<file path="src/rtl/stbus_pkg.sv">
// stbus_pkg: shared frame constants, test-pattern helper and receiver state type.
// Contents:
//   CHANNELS, BITS_PER_CH, FRAME_BITS  frame geometry (32 x 8 = 256 bits)
//   PAT_CH, PAT_NCH                    test pattern: first PAT_NCH channels carry PAT_CH, rest 0
//   state_t                            HUNT / ALIGN / RECEIVE
//   pat_byte()                         expected test-pattern byte for a channel index
`timescale 1ns/1ps
package stbus_pkg;
    localparam int         CHANNELS    = 32;
    localparam int         BITS_PER_CH = 8;
    localparam int         FRAME_BITS  = CHANNELS * BITS_PER_CH;
    localparam logic [7:0] PAT_CH      = 8'hAA;
    localparam int         PAT_NCH     = 4;

    typedef enum logic [1:0] {HUNT, ALIGN, RECEIVE} state_t;

    function automatic logic [7:0] pat_byte(input logic [4:0] ch);
        return (ch < 5'(PAT_NCH)) ? PAT_CH : 8'h00;
    endfunction
endpackage

</file>
<file path="src/rtl/stbus_sync.sv">
// stbus_sync: two-flop synchronizer with rising-edge detect on the synchronized level.
// Ports:
//   clk   in   destination clock
//   rst   in   synchronous active-high reset, clears all flops
//   d     in   asynchronous input
//   q     out  synchronized level (two flops of delay)
//   rise  out  one-cycle pulse when q goes 0 -> 1
`timescale 1ns/1ps
module stbus_sync (
    input  logic clk,
    input  logic rst,
    input  logic d,
    output logic q,
    output logic rise
);
    logic meta, q_d;

    always_ff @(posedge clk) begin
        if (rst) begin
            meta <= 1'b0;
            q    <= 1'b0;
            q_d  <= 1'b0;
        end else begin
            meta <= d;
            q    <= meta;
            q_d  <= q;
        end
    end

    assign rise = q & ~q_d;
endmodule

</file>
<file path="src/rtl/stbus_rx.sv">
// stbus_rx: serial frame receiver; deserializes MSB-first channels framed by an active-low f0 pulse.
// Ports:
//   clk50         in   system clock, all logic on its rising edge
//   reset_in_rg   in   synchronous active-high reset
//   c4            in   async bit clock, one bit per rising edge
//   f0            in   async frame pulse, active low
//   data_from_dt  in   async serial data
//   ch_valid      out  pulse: ch_num/ch_data hold a completed channel
//   ch_num        out  index of completed channel
//   ch_data       out  completed channel byte, first bit received in bit 7
//   frame_done    out  pulse with the last channel of a full frame
//   pattern_ok    out  frame matched the test pattern, updated with frame_done
//   frame_err     out  pulse on a framing violation
//   in_sync       out  high while receiving
`timescale 1ns/1ps
module stbus_rx import stbus_pkg::*; #(
    parameter int CHANNELS    = stbus_pkg::CHANNELS,
    parameter int BITS_PER_CH = stbus_pkg::BITS_PER_CH
) (
    input  logic       clk50,
    input  logic       reset_in_rg,
    input  logic       c4,
    input  logic       f0,
    input  logic       data_from_dt,
    output logic       ch_valid,
    output logic [4:0] ch_num,
    output logic [7:0] ch_data,
    output logic       frame_done,
    output logic       pattern_ok,
    output logic       frame_err,
    output logic       in_sync
);
    localparam int FBITS = CHANNELS * BITS_PER_CH;

    state_t     state, nxt;
    logic       c4_ev, f0_s, d_s, f0_prev;
    logic       c4_unused, f0_rise_unused, d_rise_unused;
    logic [8:0] bit_cnt, cnt_inc;
    logic [7:0] shreg, byte_nxt;
    logic [4:0] idx;
    logic       f0_start, at_end, cap, err, byte_done, last_byte, run_ok, run_nxt;

    // Identical synchronizers keep c4, f0 and data aligned to the same clk50 cycle.
    stbus_sync u_c4 (.clk(clk50), .rst(reset_in_rg), .d(c4),           .q(c4_unused), .rise(c4_ev));
    stbus_sync u_f0 (.clk(clk50), .rst(reset_in_rg), .d(f0),           .q(f0_s),      .rise(f0_rise_unused));
    stbus_sync u_d  (.clk(clk50), .rst(reset_in_rg), .d(data_from_dt), .q(d_s),       .rise(d_rise_unused));

    // f0 is only meaningful at c4 events; a start is its high-to-low transition between events.
    assign f0_start  = c4_ev & ~f0_s & f0_prev;
    assign at_end    = bit_cnt == 9'(FBITS);
    assign cnt_inc   = bit_cnt + 9'd1;
    assign byte_nxt  = {shreg[6:0], d_s};
    assign byte_done = cap && (cnt_inc % 9'(BITS_PER_CH)) == 9'd0;
    assign last_byte = cnt_inc == 9'(FBITS);
    assign idx       = 5'(cnt_inc / 9'(BITS_PER_CH) - 9'd1);
    // Channel 0 restarts the running match so an aborted frame cannot poison the next one.
    assign run_nxt   = (idx == 5'd0 || run_ok) && byte_nxt == pat_byte(idx);

    // f0 start is tested before overrun so a coincident start resyncs instead of dropping to HUNT.
    always_comb begin
        nxt = state;
        cap = 1'b0;
        err = 1'b0;
        case (state)
            HUNT:    if (f0_start) nxt = ALIGN;
            ALIGN:   if (c4_ev && f0_s) begin
                         nxt = RECEIVE;
                         cap = 1'b1;
                     end
            RECEIVE: if (f0_start) begin
                         nxt = ALIGN;
                         err = !at_end;
                     end else if (c4_ev && f0_s) begin
                         if (at_end) begin
                             nxt = HUNT;
                             err = 1'b1;
                         end else begin
                             cap = 1'b1;
                         end
                     end
            default: nxt = HUNT;
        endcase
    end

    always_ff @(posedge clk50) begin
        if (reset_in_rg) begin
            state      <= HUNT;
            bit_cnt    <= '0;
            shreg      <= '0;
            f0_prev    <= 1'b0;
            run_ok     <= 1'b0;
            ch_valid   <= 1'b0;
            ch_num     <= '0;
            ch_data    <= '0;
            frame_done <= 1'b0;
            pattern_ok <= 1'b0;
            frame_err  <= 1'b0;
            in_sync    <= 1'b0;
        end else begin
            state      <= nxt;
            bit_cnt    <= (nxt != RECEIVE) ? 9'd0 : cap ? cnt_inc : bit_cnt;
            f0_prev    <= c4_ev ? f0_s : f0_prev;
            shreg      <= cap ? byte_nxt : shreg;
            ch_valid   <= byte_done;
            frame_done <= byte_done && last_byte;
            frame_err  <= err;
            in_sync    <= nxt == RECEIVE;
            if (byte_done) begin
                ch_num  <= idx;
                ch_data <= byte_nxt;
                run_ok  <= run_nxt;
            end
            if (byte_done && last_byte) pattern_ok <= run_nxt;
        end
    end
endmodule

</file>
<file path="config.mk">
export PLATFORM = sky130hd
export DESIGN_NAME = stbus_rx
export DESIGN_NICKNAME = d
export VERILOG_FILES = /design/src/rtl/stbus_pkg.sv /design/src/rtl/stbus_sync.sv /design/src/rtl/stbus_rx.sv
export SDC_FILE = /design/constraint.sdc
export NUM_CORES = 1
export LEC_CHECK = 0
export ABC_CLOCK_PERIOD_IN_PS = 3800
export BUFFER_PORTS_ARGS = -buffer_cell sky130_fd_sc_hd__buf_2
export CORE_MARGIN = 10
export CORE_UTILIZATION = 60
export CTS_CLUSTER_DIAMETER = 50
export DETAILED_ROUTE_END_ITERATION = 10
export PLACE_DENSITY = 0.9
export SLEW_MARGIN = 20
export SYNTH_ARGS = -nofsm -noshare
export SYNTH_HDL_FRONTEND = slang
export SYNTH_HIERARCHICAL = 1
export SYNTH_SLANG_ARGS = --single-unit
</file>
<file path="constraint.sdc">
create_clock -name clk50 -period 3.8 [get_ports clk50]
set_input_delay 0.19 -clock clk50 [delete_from_list [all_inputs] [get_ports clk50]]
set_output_delay 0.19 -clock clk50 [all_outputs]
set_load 0.005 [all_outputs]
</file>
==> flow_metrics.env <==
export IMPL_io_pins=23
export IMPL_peakVddDrop_mv=0.273
export IMPL_grt_use_total=0.131
export IMPL_power_density_mw_per_mm2=333
export IMPL_cts_buffers_inserted=5
export IMPL_cts_tree="done"
export IMPL_hold_path_startpoint="f0"
export IMPL_die_area_mm2=0.00636
export IMPL_cts_resized=0
export IMPL_die_height_um=79.8
export IMPL_dp_hpwl_um=2860
export IMPL_firstDrtPassIters=4
export IMPL_mostFrequentLayoutCells="dfxtp_1, nor2_1, buf_2"
export IMPL_nets=264
export IMPL_clk_latency_ns=0.35
export IMPL_max_freq_mhz=410
export IMPL_dieWidth_um=79.8
export IMPL_cts_sinks=45
export IMPL_cts_root_buffer="clkbuf_4"
export IMPL_core_area_mm2=0.00339
export IMPL_grt_overflow=0
export IMPL_port_buffers=22
export IMPL_placementRows=21
export IMPL_finalHoldViolCount=0
export IMPL_status="finished, final reports clean"
export IMPL_path_class="reg2reg"
export IMPL_syn_instance_count=233
export IMPL_drt_iter0_drc=103
export IMPL_synth_warnings=6
export IMPL_tns_ns=0
export IMPL_syn_area_mm2=0.00214
export IMPL_clk_pin_slew_worst_paths_ns=0.13
export IMPL_drive_gt1_frac=0.176
export IMPL_rrSetupSlack_ns=1.36
export IMPL_hold_buffers=0
export IMPL_setup_viol=0
export IMPL_hold_ws_ns=0.0484
export IMPL_cp_data_required_time_ns=4.08
export IMPL_postCtsSetupBuffers=0
export IMPL_skew_ns=0.0136
export IMPL_slew_limit_headroom=0.603
export IMPL_wl_um=3860
export IMPL_crit_arrival_ns=2.71
export IMPL_initial_utilization=0.632
export IMPL_via_per_inst=5.26
export IMPL_final_common_cell="dfxtp_1"
export IMPL_startpoint_type="flip-flop"
export IMPL_ff2ff_path_depth=8
export IMPL_hold_class="in2reg"
export IMPL_finalCritPeriodShare=0.641
export IMPL_synth_nets=247
export IMPL_min_path_cells=2
export IMPL_min_to="u_f0/meta"
export IMPL_final_max_slew_viol_count=0
export IMPL_grt_pass1_vias=1480
export IMPL_rr_endpoint="pattern_ok"
export IMPL_place_congestion=0.888
export IMPL_antenna_found_initial=0
export IMPL_clk_path_buf_depth=2
export IMPL_grt_pass1_wl_um=6850
export IMPL_syn_avg_cell_area_um2=9.19
export IMPL_p_leak_uw=0.000899
export IMPL_syn_to_final_growth_pct=7.13
export IMPL_power_uw=764
export IMPL_wl_per_cell_um=13.0
export IMPL_drc_errors=0
export IMPL_layout_min_cycle_time_ns=2.44
export IMPL_vias=1558
export IMPL_grt_start_max_net_pins=36
export IMPL_path_max_fanout=17
export IMPL_htree_levels=2
export IMPL_antenna_left=0
export IMPL_cp_end_kind="flip-flop"
export IMPL_antenna_cells=0
export IMPL_rsz0062_at_grt="false"
export IMPL_maxCapViolations=0
export IMPL_worst_pin_slew_ns=0.596
export IMPL_r2r_start="bit_cnt[0]"
[power by group]
group / leakage, uW / total, uW / internal, uW / switching (uW)
Clock: 0.0000410 / 276 / 134 / 142
Sequential: 0.000364 / 476 / 475 / 1.41
Combinational: 0.000494 / 11.6 / 4.16 / 7.43
[area by class of cell]
type                       instances  area (um2)
multi-input combinational        164        1110
tap                               46        57.6
clock buffer                       5        37.5
clock inverter                     2        35.0
fill                             269        1090
timing repair buffer              22         110
inverter                          12        45.0
sequential                        45         901
[worst max path at each step]
stage                     from          to  cells after the start
floorplan           bit_cnt[0]  pattern_ok                      8
global placement    bit_cnt[0]  pattern_ok                      8
detailed placement  bit_cnt[0]  pattern_ok                      8
CTS                 bit_cnt[0]  pattern_ok                      8
global route        bit_cnt[0]  pattern_ok                      8
finish              bit_cnt[0]  pattern_ok                      8
[metal layers]
metal / vias up / track usage / wire length [um]
met4: 0 / 0.0493 / 59
met5: - / 0 / 0
met3: 7 / 0.0462 / 232
met2: 39 / 0.208 / 1820
li1: 804 / - / -
met1: 708 / 0.157 / 1750
[worst max-delay path: stages (launching register included)]
cell	delay (ns)
dfxtp_1	0.46
inv_1	0.07
ha_1	0.23
a41oi_1	0.28
o21ai_2	0.22
nor2_4	0.50
nand4_1	0.23
nor2b_1	0.19
a211oi_1	0.18
[per-stage QoR]
step / cells / area, um2 / utilization / setup WS, ns
after global routing: 296 / 2290 / 0.677 / 1.03
after global placement: 289 / 2220 / 0.656 / 1.50
after detailed placement: 289 / 2220 / 0.656 / 1.35
final: 296 / 2290 / 0.677 / 1.36
after CTS: 296 / 2290 / 0.677 / 1.33
after floorplan: 233 / 2140 / - / 1.63
[registers in the layout (all words and copies together) (netlist names)]
signal      flops
bit_cnt         9
ch_data         8
shreg           7
ch_num          5
state           2
ch_valid        1
f0_prev         1
frame_done      1
frame_err       1
in_sync         1
pattern_ok      1
run_ok          1
u_c4/meta       1
u_c4/q          1
u_c4/q_d        1
u_d/meta        1
u_d/q           1
u_f0/meta       1
u_f0/q          1
No activity file was read; power rests on OpenSTA's default activity.
